[config.mk]
export PLATFORM = sky130hd
export DESIGN_NAME = longest_match_grouper
export DESIGN_NICKNAME = d
export VERILOG_FILES = /design/src/rtl/longest_match_grouper.sv
export SDC_FILE = /design/constraint.sdc
export NUM_CORES = 1
export LEC_CHECK = 0
export BUFFER_PORTS_ARGS = -buffer_cell sky130_fd_sc_hd__buf_4
export CAP_MARGIN = 30
export CORE_MARGIN = 2
export CORE_UTILIZATION = 55
export CTS_CLUSTER_DIAMETER = 80
export CTS_CLUSTER_SIZE = 30
export DETAILED_ROUTE_END_ITERATION = 12
export GPL_TIMING_DRIVEN = 0
export PLACE_DENSITY = 0.77
export SLEW_MARGIN = 20
export SYNTH_ARGS = -nofsm -noshare
export SYNTH_HDL_FRONTEND = slang
export SYNTH_SLANG_ARGS = --single-unit
[constraint.sdc]
create_clock -name clk -period 48.6 [get_ports clk]
set_input_delay 14.58 -clock clk [delete_from_list [all_inputs] [get_ports clk]]
set_output_delay 14.58 -clock clk [all_outputs]
set_load 0.1 [all_outputs]
[src/rtl/longest_match_grouper.sv]
// longest_match_grouper: streaming greedy longest-prefix tokenizer
// over a runtime-loadable vocabulary held in registers.
module longest_match_grouper #(
    parameter int SYM_WIDTH   = 8,
    parameter int MAX_LEN     = 4,
    parameter int VOCAB_DEPTH = 16,
    parameter int ID_WIDTH    = $clog2(VOCAB_DEPTH),
    parameter int LEN_WIDTH   = $clog2(MAX_LEN + 1)
) (
    input  logic                         clk,
    input  logic                         rst,
    input  logic                         cs,
    input  logic                         cfg_we,
    input  logic [ID_WIDTH-1:0]          cfg_addr,
    input  logic [LEN_WIDTH-1:0]         cfg_len,
    input  logic [MAX_LEN*SYM_WIDTH-1:0] cfg_data,
    input  logic                         in_valid,
    output logic                         in_ready,
    input  logic [SYM_WIDTH-1:0]         in_sym,
    input  logic                         in_last,
    output logic                         out_valid,
    input  logic                         out_ready,
    output logic [ID_WIDTH-1:0]          out_id,
    output logic [LEN_WIDTH-1:0]         out_len,
    output logic                         out_miss,
    output logic [SYM_WIDTH-1:0]         out_sym,
    output logic                         out_last,
    output logic                         busy
);

    typedef enum logic [1:0] {
        S_IDLE,
        S_FILL,
        S_SCAN,
        S_EMIT
    } state_t;

    localparam logic [LEN_WIDTH-1:0] FULL      = LEN_WIDTH'(MAX_LEN);
    localparam logic [ID_WIDTH-1:0]  LAST_ADDR = ID_WIDTH'(VOCAB_DEPTH - 1);

    state_t                       r_state;
    logic [LEN_WIDTH-1:0]         r_vlen  [VOCAB_DEPTH];
    logic [MAX_LEN*SYM_WIDTH-1:0] r_vdata [VOCAB_DEPTH];
    logic [SYM_WIDTH-1:0]         r_win   [MAX_LEN];
    logic [LEN_WIDTH-1:0]         r_cnt;
    logic                         r_last_seen;
    logic [ID_WIDTH-1:0]          r_addr;
    logic [ID_WIDTH-1:0]          r_best_id;
    logic [LEN_WIDTH-1:0]         r_best_len;
    logic [ID_WIDTH-1:0]          r_out_id;
    logic [LEN_WIDTH-1:0]         r_out_len;
    logic                         r_out_miss;
    logic                         r_out_last;
    logic [SYM_WIDTH-1:0]         r_out_sym;

    logic                         w_in_ready;
    logic                         w_accept;
    logic [LEN_WIDTH-1:0]         w_elen;
    logic [MAX_LEN*SYM_WIDTH-1:0] w_edata;
    logic                         w_match;
    logic                         w_done;
    logic [LEN_WIDTH-1:0]         w_fin_len;
    logic [ID_WIDTH-1:0]          w_fin_id;
    logic [LEN_WIDTH-1:0]         w_emit_len;
    logic [LEN_WIDTH-1:0]         w_rem;
    logic [SYM_WIDTH-1:0]         w_shift [MAX_LEN];

    assign w_in_ready = cs && !rst &&
        (r_state == S_IDLE ||
         (r_state == S_FILL && r_cnt < FULL && !r_last_seen));
    assign w_accept   = w_in_ready && in_valid;

    // Compare the entry at r_addr against the window and fold it into the best.
    always_comb begin
        w_elen  = r_vlen[r_addr];
        w_edata = r_vdata[r_addr];
        w_match = (w_elen != '0) && (w_elen <= r_cnt);
        for (int k = 0; k < MAX_LEN; k++) begin
            if (LEN_WIDTH'(k) < w_elen &&
                w_edata[k*SYM_WIDTH +: SYM_WIDTH] != r_win[k])
                w_match = 1'b0;
        end
        w_fin_len = r_best_len;
        w_fin_id  = r_best_id;
        if (w_match && w_elen > r_best_len) begin
            w_fin_len = w_elen;
            w_fin_id  = r_addr;
        end
        w_done     = (w_match && w_elen == r_cnt) || (r_addr == LAST_ADDR);
        w_emit_len = (w_fin_len == '0) ? LEN_WIDTH'(1) : w_fin_len;
    end

    always_comb begin
        w_rem = r_cnt - r_out_len;
        for (int i = 0; i < MAX_LEN; i++) begin
            w_shift[i] = '0;
            for (int j = 0; j < MAX_LEN; j++) begin
                if (j == i + int'(r_out_len))
                    w_shift[i] = r_win[j];
            end
        end
    end

    always_ff @(posedge clk or posedge rst) begin
        if (rst) begin
            r_state     <= S_IDLE;
            r_cnt       <= '0;
            r_last_seen <= 1'b0;
            r_addr      <= '0;
            r_best_id   <= '0;
            r_best_len  <= '0;
            r_out_id    <= '0;
            r_out_len   <= '0;
            r_out_miss  <= 1'b0;
            r_out_last  <= 1'b0;
            r_out_sym   <= '0;
            for (int e = 0; e < VOCAB_DEPTH; e++) begin
                r_vlen[e]  <= '0;
                r_vdata[e] <= '0;
            end
            for (int i = 0; i < MAX_LEN; i++)
                r_win[i] <= '0;
        end else if (cs) begin
            unique case (r_state)
                S_IDLE: begin
                    if (cfg_we) begin
                        r_vlen[cfg_addr]  <= cfg_len;
                        r_vdata[cfg_addr] <= cfg_data;
                    end
                    if (w_accept) begin
                        r_win[0]    <= in_sym;
                        r_cnt       <= LEN_WIDTH'(1);
                        r_last_seen <= in_last;
                        r_state     <= S_FILL;
                    end
                end
                S_FILL: begin
                    if (r_cnt == FULL || r_last_seen) begin
                        r_state    <= S_SCAN;
                        r_addr     <= '0;
                        r_best_len <= '0;
                        r_best_id  <= '0;
                    end else if (w_accept) begin
                        for (int i = 0; i < MAX_LEN; i++) begin
                            if (LEN_WIDTH'(i) == r_cnt)
                                r_win[i] <= in_sym;
                        end
                        r_cnt       <= r_cnt + LEN_WIDTH'(1);
                        r_last_seen <= in_last;
                    end
                end
                S_SCAN: begin
                    if (w_done) begin
                        r_out_miss <= (w_fin_len == '0);
                        r_out_len  <= w_emit_len;
                        r_out_id   <= (w_fin_len == '0) ? '0 : w_fin_id;
                        r_out_sym  <= r_win[0];
                        r_out_last <= r_last_seen && (w_emit_len == r_cnt);
                        r_state    <= S_EMIT;
                    end else begin
                        r_addr     <= r_addr + ID_WIDTH'(1);
                        r_best_len <= w_fin_len;
                        r_best_id  <= w_fin_id;
                    end
                end
                S_EMIT: begin
                    if (out_ready) begin
                        for (int i = 0; i < MAX_LEN; i++)
                            r_win[i] <= w_shift[i];
                        r_cnt      <= w_rem;
                        r_out_id   <= '0;
                        r_out_len  <= '0;
                        r_out_miss <= 1'b0;
                        r_out_last <= 1'b0;
                        r_out_sym  <= '0;
                        if (r_last_seen && w_rem == '0) begin
                            r_state     <= S_IDLE;
                            r_last_seen <= 1'b0;
                        end else if (r_last_seen) begin
                            r_state    <= S_SCAN;
                            r_addr     <= '0;
                            r_best_len <= '0;
                            r_best_id  <= '0;
                        end else begin
                            r_state <= S_FILL;
                        end
                    end
                end
            endcase
        end
    end

    assign in_ready  = w_in_ready;
    assign out_valid = cs && (r_state == S_EMIT);
    assign out_id    = r_out_id;
    assign out_len   = r_out_len;
    assign out_miss  = r_out_miss;
    assign out_sym   = r_out_sym;
    assign out_last  = r_out_last;
    assign busy      = (r_state != S_IDLE);

endmodule

==> run_results.csv <==
group,metric,value,unit
logic_synthesis,avgSynthCellArea,14.13,um2
floorplan,die-area,0.05589,mm2
worst_hold_path,holdPathStages,1,
setup_path,reg2reg_slack,42.77,ns
clocking,postCtsSetupBuffers,0,
pwr,p_sw,631.7,uW
sta,max_slew_margin,28.75,%
final_layout,finalCoreUtilization,60.52,%
pwr,ir_drop,35.01,uV
sta,hold_viol,0,
pwr,p_per_area,53.94,mW/mm2
pwr,p_leak,14.76,nW
setup_path,cp-end-kind,"output port",
setup_path,r2r_cells,17,
setup_path,slowest_delay,0.42,ns
drt,vias,19270,
sta,worstMarginPinSlew,1.069,ns
clocking,clock_path_buffers,3,
sta,grt_setup_unrepaired,"no",
setup_path,crit_family,"buffers and inverters",
floorplan,core,0.05360,mm2
logic_synthesis,ys_seq_area_share,52.72,%
global_route,grt-ovfl-total,0,
final_layout,area_growth,9.185,%
final_layout,layout_commonest_cell,"dfrtp_1",
clocking,ctsRootBufferMaster,"clkbuf_16",
clocking,worstSkewPairLatency,0.64,ns
pwr,combPwrFrac,36.9,%
global_route,antenna_found_initial,0,
sta,skew,0.03166,ns
setup_path,crit_fanout,107,
sta,hold-worst-slack,0.5110,ns
final_layout,layout-drive-gt1-share,39.44,%
global_route,grt_pass1_vias,19730,
logic_synthesis,synth-edff-count,0,
setup_path,worstPathArrival,16.26,ns
clocking,h-tree-depth,1,
setup_path,path_buf_inv,4,
placement,placed_area,0.03134,mm2
floorplan,fp.dieH,236.4,um
global_route,grt_start_max_net_pins,108,
setup_path,cpMostUsedCell,"buf_4",
sta,period_share,63.45,%
global_route,grtUsageTotal,30.86,%
pwr,switching_share,36.10,%
drt,avgViaCountPerCell,6.567,
placement,port_buffers,71,
placement,gp_congestion,0.9369,
logic_synthesis,synthArstFlopShare,100.0,%
drt,drc,0,
setup_path,worstPathCellList,"buf_4 > inv_8 > buf_16 > and4_1 > buf_4",
floorplan,start_util,55.43,%
outcome,outcome,"finished clean",
sta,slew_viol_final,0,
setup_path,worstSetupPathType,"primary input to output port",
final_layout,antenna_cells,0,
worst_hold_path,hold_class,"register to register",
placement,preCtsSetupSlack,17.76,ns
clocking,cts_sinks,626,
pwr,power_frac_seq,44.5,%
drt,totalWireLength,86.09,mm
setup_path,cp_slowest_cell,"buf_16",
logic_synthesis,ys_ff_latch,626,
worst_hold_path,hold_end,"r_vdata[188]",
pwr,clock_power_share,18.6,%
setup_path,start_kind,"primary input",
floorplan,ios,74,
drt,routedWlPerCell,29.33,um
pwr,intPower,1.118,mW
final_layout,final_cell_mix,"dfrtp_1 (626), mux2_2 (586), clkbuf_1 (110)",
sta,setup_viol,0,
drt,postRouteAntennaNets,0,
worst_hold_path,hp-start,"r_vdata[188]",
flow_run,drv_cap,0,
floorplan,fp.dieW,236.4,um
placement,hpwl,58.98,mm
sta,finalWorstSetupSlack,17.76,ns
clocking,numCtsBuffers,30,
final_layout,final_cell_area,0.03244,mm2
setup_path,r2r_start,"r_addr[3]",
clocking,ctsHoldBuffers,0,
logic_synthesis,ys_dominant_reg_cell,"dfrtp_1",
logic_synthesis,ys_types,69,
logic_synthesis,ys_warn_count,0,
floorplan,rows,85,
clocking,cts_tree,"built",
clocking,cts_resized,0,
setup_path,r2r-end,"out_last",
logic_synthesis,syn_inst,2103,
setup_path,required,34.02,ns
logic_synthesis,syn-cell-area,0.02971,mm2
clocking,clkTransAtPathRegs,0.10,ns
sta,fin_setup_tns,0,ns
drt,drtIter0Drc,1874,
sta,fmax,0.03243,GHz
logic_synthesis,synthesis.nets,2172,
drt,first_pass_iters,6,
final_layout,fin_nets,2288,
sta,fin_crit,30.84,ns
global_route,grt_pass1_wl,127.8,mm
cell type report:
cell class	instances	area, um2
buffer	158	777.0
multi-input combinational	1285	13150
sequential	626	15670
timing repair buffer	84	768.2
clock buffer	34	807.0
fill	4158	21160
tap	696	870.8
clock inverter	18	262.8
inverter	34	135.1
sequential cells by signal, summed over array words and instances (netlist names), 4 cells and up:
register / flops
r_vdata: 512
r_best_id: 4
r_vlen: 48
r_addr: 4
out_sym: 8
out_id: 4
r_win: 32
power groups by stage:
stage	registers [mW]	logic [mW]	clock network, mW
6_report	0.779	0.645	0.326
5_1_grt	0.791	0.684	0.348
4_1_cts	0.773	0.639	0.327
3_5_place_dp	0.784	0.636	0
3_3_place_gp	0.774	0.617	0
2_1_floorplan	0.742	0.462	0
Yosys cell counts, types with 19 or more instances:
cell type,number,area [um2]
a21oi_1,44,220.2
a22o_1,38,332.8
a22oi_1,28,210.2
clkbuf_1,109,409.1
dfrtp_1,626,15670
inv_1,31,116.4
mux2_2,586,6599
mux2i_1,98,980.9
mux4_2,104,2342
nand2_1,57,214.0
nor2_1,52,195.2
o21ai_0,48,240.2
xnor2_1,19,166.4
worst max path at each step:
stage / startpoint / end / slack (ns) / cells after the start
after floorplan: rst / in_ready / 4.37 / 2
after global placement: rst / in_ready / 0.50 / 4
after detailed placement: rst / in_ready / 17.76 / 5
after CTS: rst / in_ready / 17.76 / 5
after global routing: rst / in_ready / 17.61 / 5
final: rst / in_ready / 17.76 / 5
through the flow:
stage               total power [mW]  instances
floorplan                      1.204       2103
CTS                            1.739       2932
global placement               1.391       2870
finish                         1.750       2935
global route                   1.823       2935
detailed placement             1.420       2880
worst reg2reg max path, cell delays in order, from the launching register on:
cell and delay, ns:
dfrtp_1 0.34, clkbuf_1 0.26, buf_2 0.41, clkbuf_1 0.82
nor2_1 0.22, a22oi_1 0.71, nand2_1 0.34, ha_1 0.39
a21o_1 0.16, a21oi_1 0.13, o32a_1 0.19, nand4_1 0.09
or4_1 0.47, or3_1 0.40, buf_2 0.21, a21oi_1 0.31
o211a_1 0.19, a32o_1 0.14
metal layers:
layer  GRT usage (%)  share of wire (%)  wire length, um  vias to the layer above
met5               0                  0                0                        -
met4           12.29                4.4             3824                        0
met3           5.594                7.7             6599                      196
met2           49.23                 47            40340                      804
met1           42.28                 41            35330                    10280
li1                -                  -                -                     7995
cell families (layout without fill, tap and decap cells):
family / after synthesis / in the layout / synth area share [%]
buffers and inverters: 192 / 328 / 3.045
and+or+nand+nor: 206 / 206 / 3.470
adders and majority gates: 15 / 15 / 0.6570
DFF: 626 / 626 / 52.72
AOI/OAI and AO/OA: 242 / 242 / 5.706
muxes: 788 / 788 / 33.40
xor gates and xnor gates: 34 / 34 / 1.002
(Power assumes the default switching activity.)
